--- src/rtl/cpu_pkg.sv ---
// Shared types and widths for the 8-bit lab CPU front end.
// Holds fetch state encodings, bus widths and the opcode field position.
package cpu_pkg;

  localparam int ADDR_W  = 8;
  localparam int INSTR_W = 8;

  localparam int OPC_HI = 7;
  localparam int OPC_LO = 6;

  typedef enum logic [1:0] {
    FS_IDLE  = 2'd0,
    FS_FETCH = 2'd1,
    FS_DONE  = 2'd2
  } fetch_state_e;

  function automatic logic [OPC_HI-OPC_LO:0] opcode(
    input logic [INSTR_W-1:0] instr
  );
    return instr[OPC_HI:OPC_LO];
  endfunction

endpackage

--- src/rtl/instr_fetch_if.sv ---
// Fetch bundle: control (start/redirect/status), ROM port and decode handshake.
// master = fetch unit side, slave = CPU/ROM/decode side.
interface instr_fetch_if;

  logic                          start;
  logic [cpu_pkg::ADDR_W-1:0]    imem_addr;
  logic [cpu_pkg::INSTR_W-1:0]   imem_instr;
  logic [cpu_pkg::INSTR_W-1:0]   instr_out;
  logic [cpu_pkg::ADDR_W-1:0]    pc_out;
  logic                          instr_valid;
  logic                          instr_ready;
  logic                          redirect_valid;
  logic [cpu_pkg::ADDR_W-1:0]    redirect_pc;
  logic                          busy;
  logic                          done;

  modport master (
    input  start,
    input  imem_instr,
    input  instr_ready,
    input  redirect_valid,
    input  redirect_pc,
    output imem_addr,
    output instr_out,
    output pc_out,
    output instr_valid,
    output busy,
    output done
  );

  modport slave (
    output start,
    output imem_instr,
    output instr_ready,
    output redirect_valid,
    output redirect_pc,
    input  imem_addr,
    input  instr_out,
    input  pc_out,
    input  instr_valid,
    input  busy,
    input  done
  );

endinterface

--- src/rtl/fetch_buf.sv ---
// One-entry output register toward decode: load, hold while stalled, flush.
// Ports: clk_i/rst_i, load_i/flush_i/ready_i, instr_i/pc_i in, instr_o/pc_o/valid_o/slot_free_o out.
module fetch_buf
  import cpu_pkg::*;
(
  input  logic               clk_i,
  input  logic               rst_i,
  input  logic               load_i,
  input  logic               flush_i,
  input  logic               ready_i,
  input  logic [INSTR_W-1:0] instr_i,
  input  logic [ADDR_W-1:0]  pc_i,
  output logic [INSTR_W-1:0] instr_o,
  output logic [ADDR_W-1:0]  pc_o,
  output logic               valid_o,
  output logic               slot_free_o
);

  logic               valid_q, valid_d;
  logic [INSTR_W-1:0] instr_q, instr_d;
  logic [ADDR_W-1:0]  pc_q, pc_d;

  assign slot_free_o = !valid_q || ready_i;

  always_comb begin
    valid_d = valid_q;
    instr_d = instr_q;
    pc_d    = pc_q;
    if (flush_i) begin
      valid_d = 1'b0;
    end else if (load_i) begin
      valid_d = 1'b1;
      instr_d = instr_i;
      pc_d    = pc_i;
    end else if (ready_i) begin
      // Consumed with nothing new behind it.
      valid_d = 1'b0;
    end
  end

  always_ff @(posedge clk_i or posedge rst_i) begin
    if (rst_i) begin
      valid_q <= 1'b0;
      instr_q <= '0;
      pc_q    <= '0;
    end else begin
      valid_q <= valid_d;
      instr_q <= instr_d;
      pc_q    <= pc_d;
    end
  end

  assign instr_o = instr_q;
  assign pc_o    = pc_q;
  assign valid_o = valid_q;

endmodule

--- src/rtl/instr_fetch.sv ---
// Fetch front end: owns the pc and IDLE/FETCH/DONE FSM, reads the ROM, feeds decode.
// Ports: clk, reset (async, active-high), bus (instr_fetch_if.master).
module instr_fetch
  import cpu_pkg::*;
#(
  parameter int unsigned PROG_LEN   = 11,
  parameter int unsigned START_ADDR = 0
) (
  input  logic              clk,
  input  logic              reset,
  instr_fetch_if.master     bus
);

  localparam logic [ADDR_W-1:0] LEN_A   = ADDR_W'(PROG_LEN);
  localparam logic [ADDR_W-1:0] START_A = ADDR_W'(START_ADDR);

  fetch_state_e      state_q, state_d;
  logic [ADDR_W-1:0] pc_q, pc_d;
  logic              busy_q, done_q;
  logic              load, flush, slot_free;

  always_comb begin
    state_d = state_q;
    pc_d    = pc_q;
    load    = 1'b0;
    flush   = 1'b0;
    if (bus.redirect_valid) begin
      // Redirect beats start and drops whatever decode has not taken.
      state_d = FS_FETCH;
      pc_d    = bus.redirect_pc;
      flush   = 1'b1;
    end else begin
      case (state_q)
        FS_IDLE, FS_DONE: begin
          if (bus.start) begin
            state_d = FS_FETCH;
            pc_d    = START_A;
          end
        end
        FS_FETCH: begin
          if (slot_free) begin
            if (pc_q < LEN_A) begin
              load = 1'b1;
              pc_d = pc_q + 8'd1;
            end else begin
              flush   = 1'b1;
              state_d = FS_DONE;
            end
          end
        end
        default: state_d = FS_IDLE;
      endcase
    end
  end

  always_ff @(posedge clk or posedge reset) begin
    if (reset) begin
      state_q <= FS_IDLE;
      pc_q    <= '0;
      busy_q  <= 1'b0;
      done_q  <= 1'b0;
    end else begin
      state_q <= state_d;
      pc_q    <= pc_d;
      busy_q  <= (state_d == FS_FETCH);
      done_q  <= (state_d == FS_DONE);
    end
  end

  fetch_buf u_buf (
    .clk_i       (clk),
    .rst_i       (reset),
    .load_i      (load),
    .flush_i     (flush),
    .ready_i     (bus.instr_ready),
    .instr_i     (bus.imem_instr),
    .pc_i        (pc_q),
    .instr_o     (bus.instr_out),
    .pc_o        (bus.pc_out),
    .valid_o     (bus.instr_valid),
    .slot_free_o (slot_free)
  );

  assign bus.imem_addr = pc_q;
  assign bus.busy      = busy_q;
  assign bus.done      = done_q;

endmodule
--- src/flat_wrapper.sv ---
// flat-port wrapper written by rule: the top's interface ports become plain ports
module instr_fetch_flat import cpu_pkg::*;
#(
  parameter int unsigned PROG_LEN   = 11,
  parameter int unsigned START_ADDR = 0
)
  (clk, reset, bus_start, bus_imem_instr, bus_instr_ready, bus_redirect_valid, bus_redirect_pc, bus_imem_addr, bus_instr_out, bus_pc_out, bus_instr_valid, bus_busy, bus_done);
  instr_fetch_if bus_i ();
  input  logic clk;
  input  logic reset;
  input wire logic [$bits(bus_i.start)-1:0] bus_start;
  input wire logic [$bits(bus_i.imem_instr)-1:0] bus_imem_instr;
  input wire logic [$bits(bus_i.instr_ready)-1:0] bus_instr_ready;
  input wire logic [$bits(bus_i.redirect_valid)-1:0] bus_redirect_valid;
  input wire logic [$bits(bus_i.redirect_pc)-1:0] bus_redirect_pc;
  output wire logic [$bits(bus_i.imem_addr)-1:0] bus_imem_addr;
  output wire logic [$bits(bus_i.instr_out)-1:0] bus_instr_out;
  output wire logic [$bits(bus_i.pc_out)-1:0] bus_pc_out;
  output wire logic [$bits(bus_i.instr_valid)-1:0] bus_instr_valid;
  output wire logic [$bits(bus_i.busy)-1:0] bus_busy;
  output wire logic [$bits(bus_i.done)-1:0] bus_done;
  assign bus_i.start = bus_start;
  assign bus_i.imem_instr = bus_imem_instr;
  assign bus_i.instr_ready = bus_instr_ready;
  assign bus_i.redirect_valid = bus_redirect_valid;
  assign bus_i.redirect_pc = bus_redirect_pc;
  assign bus_imem_addr = bus_i.imem_addr;
  assign bus_instr_out = bus_i.instr_out;
  assign bus_pc_out = bus_i.pc_out;
  assign bus_instr_valid = bus_i.instr_valid;
  assign bus_busy = bus_i.busy;
  assign bus_done = bus_i.done;
  instr_fetch #(.PROG_LEN(PROG_LEN), .START_ADDR(START_ADDR)) u_core (.clk(clk), .reset(reset), .bus(bus_i));
endmodule
--- config.mk ---
export PLATFORM = sky130hd
export DESIGN_NAME = instr_fetch_flat
export DESIGN_NICKNAME = d
export VERILOG_FILES = /design/src/rtl/cpu_pkg.sv /design/src/rtl/instr_fetch_if.sv /design/src/rtl/fetch_buf.sv /design/src/rtl/instr_fetch.sv /design/src/flat_wrapper.sv
export SDC_FILE = /design/constraint.sdc
export NUM_CORES = 1
export LEC_CHECK = 0
export BUFFER_PORTS_ARGS = -buffer_cell sky130_fd_sc_hd__buf_2
export CORE_ASPECT_RATIO = 0.6
export CORE_MARGIN = 8
export CORE_UTILIZATION = 42
export DETAILED_ROUTE_END_ITERATION = 16
export HOLD_SLACK_MARGIN = 0.15
export PLACE_DENSITY = 0.72
export SLEW_MARGIN = 15
export SYNTH_ARGS = -nofsm -noshare
export SYNTH_HDL_FRONTEND = slang
export SYNTH_SLANG_ARGS = --single-unit
--- constraint.sdc ---
create_clock -name clk -period 1.8 [get_ports clk]
set_clock_uncertainty 0.1 [all_clocks]
set_input_delay 0.18 -clock clk [delete_from_list [all_inputs] [get_ports clk]]
set_output_delay 0.18 -clock clk [all_outputs]
set_load 0.01 [all_outputs]
Yosys cells after proc, flatten, opt, wreduce, memory -nomap -nowiden --
Cells that the tools add are included.
Storage, ports and cells: flip-flop bits (word level) 29, output and inout bits 27, logic and storage cells 46
Operators by class: add/sub/neg operators 1, $lt $le $gt $ge 1, equal/unequal tests 7, mux-type cells 21, bitwise gates (word level) 1, reductions and logical operators 8
Operators with widths (count):
- 8-bit two-way mux | 4
- 8-bit one-hot mux with 2 select lines | 1
- 1-bit two-way mux | 11
- 8-bit by 1-bit adder with 8-bit output (second input constant) | 1
- 8-bit by 4-bit less-than comparator with 1-bit output (second input constant) | 1
- 2-bit two-way mux | 4
- 3-bit by 2-bit != test with 1-bit output (second input constant) | 2
- 3-bit nonzero test | 2
- 2-bit by 1-bit equality test with 1-bit output (second input constant) | 2
- 2-bit equality test (second input constant) | 2
- 2-bit one-hot mux with 2 select lines | 1
- 4-bit AND reduction | 1
- 3-bit != test (second input constant) | 1
- 2-bit logical NOT | 1
- 2-bit AND reduction | 1
- 2-bit OR reduction | 1
- 1-bit logical NOT | 1
- 1-bit logical OR | 1
- 1-bit inverter | 1

Depth between registers and ports, before layout --
word-level depth 7, mapped depth 7, gate-level depth less buffers 5

Modules after synthesis --
A second synthesis with hierarchy kept.
Second synthesis, totals: cells, all modules 97, area total of the unflattened synthesis 1323.8 µm²
By module, submodules not included:
- fetch_buf | times used 1, cells an instance 40, area each 706.9 µm², seq. area each 425.4 µm²
- instr_fetch | times used 1, cells an instance 57, area each 616.8 µm², seq. area each 300.3 µm²

Worst setup path before layout --
Ideal clock, no wire load.
path type register to register, start register u_core.pc_q[0], in the netlist u_core.bus.imem_addr[0], end register u_core.u_buf.instr_q[5], in the netlist u_core.u_buf.instr_o[5], library setup time 125 ps, arrival time 1729 ps, data required time 1575 ps, slack -154 ps, cell stages (with the launch flop) 8, period minus slack after synthesis 1954 ps, cells stage by stage dfrtp_1 -> ha_1 -> o21ai_0 -> nand3_1 -> or2_1 -> buf_6 -> buf_8 -> mux2_4
On the way: longest elaborated chain between the ends 7
Ends and longest elaborated chain:
- start, declared | line instr_fetch.sv:18 | logic [ADDR_W-1:0] pc_q, pc_d;
- start signal, assigned | line instr_fetch.sv:64 | pc_q <= pc_d;
- 8-bit by 4-bit less-than comparator with 1-bit output (*) | line instr_fetch.sv:42 | if (pc_q < LEN_A) begin
- 1-bit two-way mux | line instr_fetch.sv:42
- 1-bit two-way mux | line instr_fetch.sv:41 | if (slot_free) begin
- 1-bit two-way mux | line instr_fetch.sv:33 | case (state_q)
- 1-bit two-way mux | line instr_fetch.sv:27 | if (bus.redirect_valid) begin
- 1-bit inverter (no source line)
- 2-bit AND reduction (no source line) (*)
- end signal, assigned | line fetch_buf.sv:48 | instr_q <= instr_d;
- end, declared | line fetch_buf.sv:20 | logic [INSTR_W-1:0] instr_q, instr_d;
Mark *: on every way between the ends. The rest lies on a longest branch, timed or not. A chain may end at the register's enable or synchronous reset.

Final worst setup path --
start register u_core.pc_q[0], in the netlist u_core.bus.imem_addr[0], end register u_core.pc_q[1], in the netlist u_core.bus.imem_addr[1]
On the way: longest elaborated chain between the ends 5
Ends and longest elaborated chain:
- 8-bit by 1-bit adder with 8-bit output | line instr_fetch.sv:44 | pc_d = pc_q + 8'd1;
- 8-bit two-way mux | line instr_fetch.sv:42
- 8-bit two-way mux | line instr_fetch.sv:41
- 8-bit one-hot mux with 2 select lines | line instr_fetch.sv:33
- 8-bit two-way mux | line instr_fetch.sv:27
Parallel ways exist; a longest one is shown, timed or not. The select of a mux whose other input is x is not followed.

==> reports/results.txt <==
Core box area = 2820 µm²
DRT iter0 DRCs = 27
Total track usage = 14.1%
Setup violators final = 1
Post-route setup slack = -1.15 ps
Vias per cell = 4.96
Largest area contributor in the netlist = dfrtp_1
Wire length per cell = 16.5 µm
Clock latency reported for the late side of the worst-skew pair = 270 ps
Crit path max-delay family = compound AO/OA/AOI/OAI gates
Final instance count without filler cells = 200
Synth top area cells = dfrtp_1 60%, mux2_2 8.4%, mux2_4 6.2%, a22o_1 3.6%, o21ai_0 2.5%
Slowest-stage cell, CP = dfrtp_2
Register area share after synthesis = 59.9%
Failing checks = negative setup slack
Worst Hold End = u_core.state_q[1]
HP Class = input port to register
WHS Path Cells = 3
Routed vias = 991
Fin. max-slew vios = 0
Antenna Nets Post-Route = 0
Cell Pwr Density = 1210 nW/µm²
Tmin final = 1800 ps
Io pins = 48
Clk slew on worst S/H paths = 60 ps
Avg Synthesized Cell Area = 13.6 µm²
Top FF cell, synth = dfrtp_1
Post-detailed-routing wire length = 3300 µm
Die ar. = 4920 µm²
Ys Warns = 0
CP max stage delay = 420 ps
Worst EP required = 1860 ps
Clock sink count = 29
Aggregate global routing overflow = 0
Vias in the first global route = 1100
Worst endpoint data arrival time = 1860 ps
Core Util, Final = 65.1%
Most frequent cell after synthesis = dfrtp_1
Root Buffer = clkbuf_8
Synth-to-layout area growth = 51.1%
Hold Vio Cnt, Final = 0
CTS tree = done
Nets = 187
Drc violations = 0
Antenna diodes = 0
Critical Path Sink Type = register
Initial antenna violation count = 0
#FFs+latches synth = 29
RSZ-0062 raised after global routing = yes
Reg2Reg Depth = 5
FFs w/ async S/R, synth = 100%
Worst R2R Start = u_core.bus.imem_addr[0]
Die Ht = 57.6 µm
Detailed placement HPWL = 2320 µm
Layout cells sized above 1 = 54.8%
Cells after synthesis = 89
Clk buf depth = 2
First-pass GRT wire length = 5400 µm
Setup crit start kind = register
Crit path buf inv count = 0
Leakage power = 0.933 nW
Synth top area share = 59.9%
Setup TNS = -1.15 ps
Num CTS Buffers = 5
Fmax = 555 MHz
Crit share post-route = 100%
Starting Density = 43.1%
Mapped Nets = 111
Status = finished, violations left
Critical-path cell list = ha_4, o21ai_4, nand3_2, o31a_1, mux2_2
WS Path Type = register to register
VDD IR max = 516 µV
Top cells by count, synth = 29 x dfrtp_1, 9 x mux2_2, 6 x o21ai_0, 5 x a22o_1, 5 x mux2_4
Netlist cell types = 27
Cell area after synthesis = 1210 µm²
R2r setup slk = -1 ps
Die X = 85.4 µm
Largest net degree at the start of global routing = 30
Number of synthesized flops with an enable pin = 0
Htree depth = 2
Beginning of the worst hold path = bus_redirect_valid
Worst-Margin Slew = 391 ps
End of the worst register-to-register path = u_core.bus.imem_addr[1]
Slew margin rel. = 73.7%
Port Buffers = 47
# placed instances = 176
Num rows = 15
Crit path max fanout = 7
1st-pass router iterations = 4
Max Cap Violations = 0
GP Congestion = 0.789
Fillers = 223
==> worst register-to-register path, stage by stage, from the launching register on <==
cell     delay (ps)
dfrtp_2         420
ha_4            180
o21ai_4         140
nand3_2         110
o31a_1          430
mux2_2          320
==> sequential cells by signal, summed over array words and instances (netlist names) <==
signal,flops
u_core.u_buf.valid_o,1
u_core.u_buf.instr_o,8
u_core.state_q,2
u_core.bus.imem_addr,8
u_core.bus.busy,1
u_core.bus.done,1
u_core.u_buf.pc_o,8
==> cell type report <==
cell class / count / area, µm² / share of cell area, %
sequential: 29 / 728 / 39.8
timing repair buffer: 72 / 463 / 25.3
multi-input combinational: 54 / 485 / 26.5
clock inverter: 1 / 5.00 / 0.273
tap: 34 / 42.5 / 2.32
inverter: 3 / 11.3 / 0.615
clock buffer: 7 / 96.3 / 5.26
==> metrics by stage <==
| step | worst slack [ps] | cell area [µm²] | hold WS [ps] | power (mW) |
|---|---|---|---|---|
| after global placement | 39.1 | 1560 | 158 | 1.57 |
| final | -1.15 | 1830 | 180 | 2.22 |
| after floorplan | -31.8 | 1230 | 158 | 1.29 |
| after global routing | -68.7 | 1830 | 194 | 2.34 |
| after CTS | 0.725 | 1820 | 160 | 2.22 |
| after detailed placement | -25.6 | 1560 | 170 | 1.60 |
==> cells in the final DEF (no fill, tap or decap) <==
master,count
a21boi_0,1
a21oi_1,4
a22o_1,5
a32oi_1,1
and2_2,4
buf_2,47
buf_4,9
clkbuf_8,7
clkinv_2,1
dfrtp_1,27
dfrtp_2,2
dlygate4sd3_1,16
ha_4,1
inv_1,3
mux2_2,9
mux2_4,5
nand2_1,3
nand2b_1,2
nand3_1,1
nand3_2,1
nor2_1,2
nor3_1,1
nor4_4,1
o211ai_1,1
o21ai_0,5
o21ai_4,1
o311ai_0,1
o31a_1,1
or2_4,1
or2b_1,1
or3_2,1
or3b_4,1
==> metal layers <==
metal  GRT usage (%)  vias up  routed length, µm
met1            16.4      484               1500
met5               0        -                  0
met2            22.8       36               1510
met3            6.76        2                269
li1                -      469                  -
met4            4.46        0                 22
==> where the power goes <==
part	switching, mW	internal [mW]	total (mW)
Clock	0.238	0.345	0.583
Sequential	0.110	0.828	0.938
Combinational	0.313	0.382	0.695
Total	0.661	1.55	2.22
==> worst max-delay path by stage <==
stage	cells past startpoint	from	endpoint	slack [ps]
3_5_place_dp	6	u_core.bus.imem_addr[0]	u_core.u_buf.instr_o[5]	-30
6_report	5	u_core.bus.imem_addr[0]	u_core.bus.imem_addr[1]	-1
2_1_floorplan	7	u_core.bus.imem_addr[0]	u_core.u_buf.instr_o[5]	-30
3_3_place_gp	6	u_core.bus.imem_addr[0]	u_core.u_buf.instr_o[6]	40
5_1_grt	5	u_core.bus.imem_addr[0]	u_core.bus.imem_addr[1]	-70
4_1_cts	5	u_core.bus.imem_addr[0]	u_core.bus.imem_addr[1]	0.7
==> kinds of logic (layout without fill, tap and decap cells) <==
| kind of cell | Yosys count | in the layout | synth area share (%) |
|---|---|---|---|
| flops | 29 | 29 | 59.9 |
| simple gates | 19 | 19 | 10.0 |
| compound gates | 20 | 20 | 11.1 |
| fa+ha+maj | 1 | 1 | 1.03 |
| buf+inv | 6 | 83 | 3.40 |
| mux | 14 | 14 | 14.6 |
==> repair_timing <==
action	in CTS	in global routing
hold buffers	16	0
buffers inserted	0	1
setup endpoints to repair	10	15
endpoints found under the hold margin	45	0
resized for setup	3	1
pin swaps	1	3
Note: power is estimated with default switching activity, not from simulation.
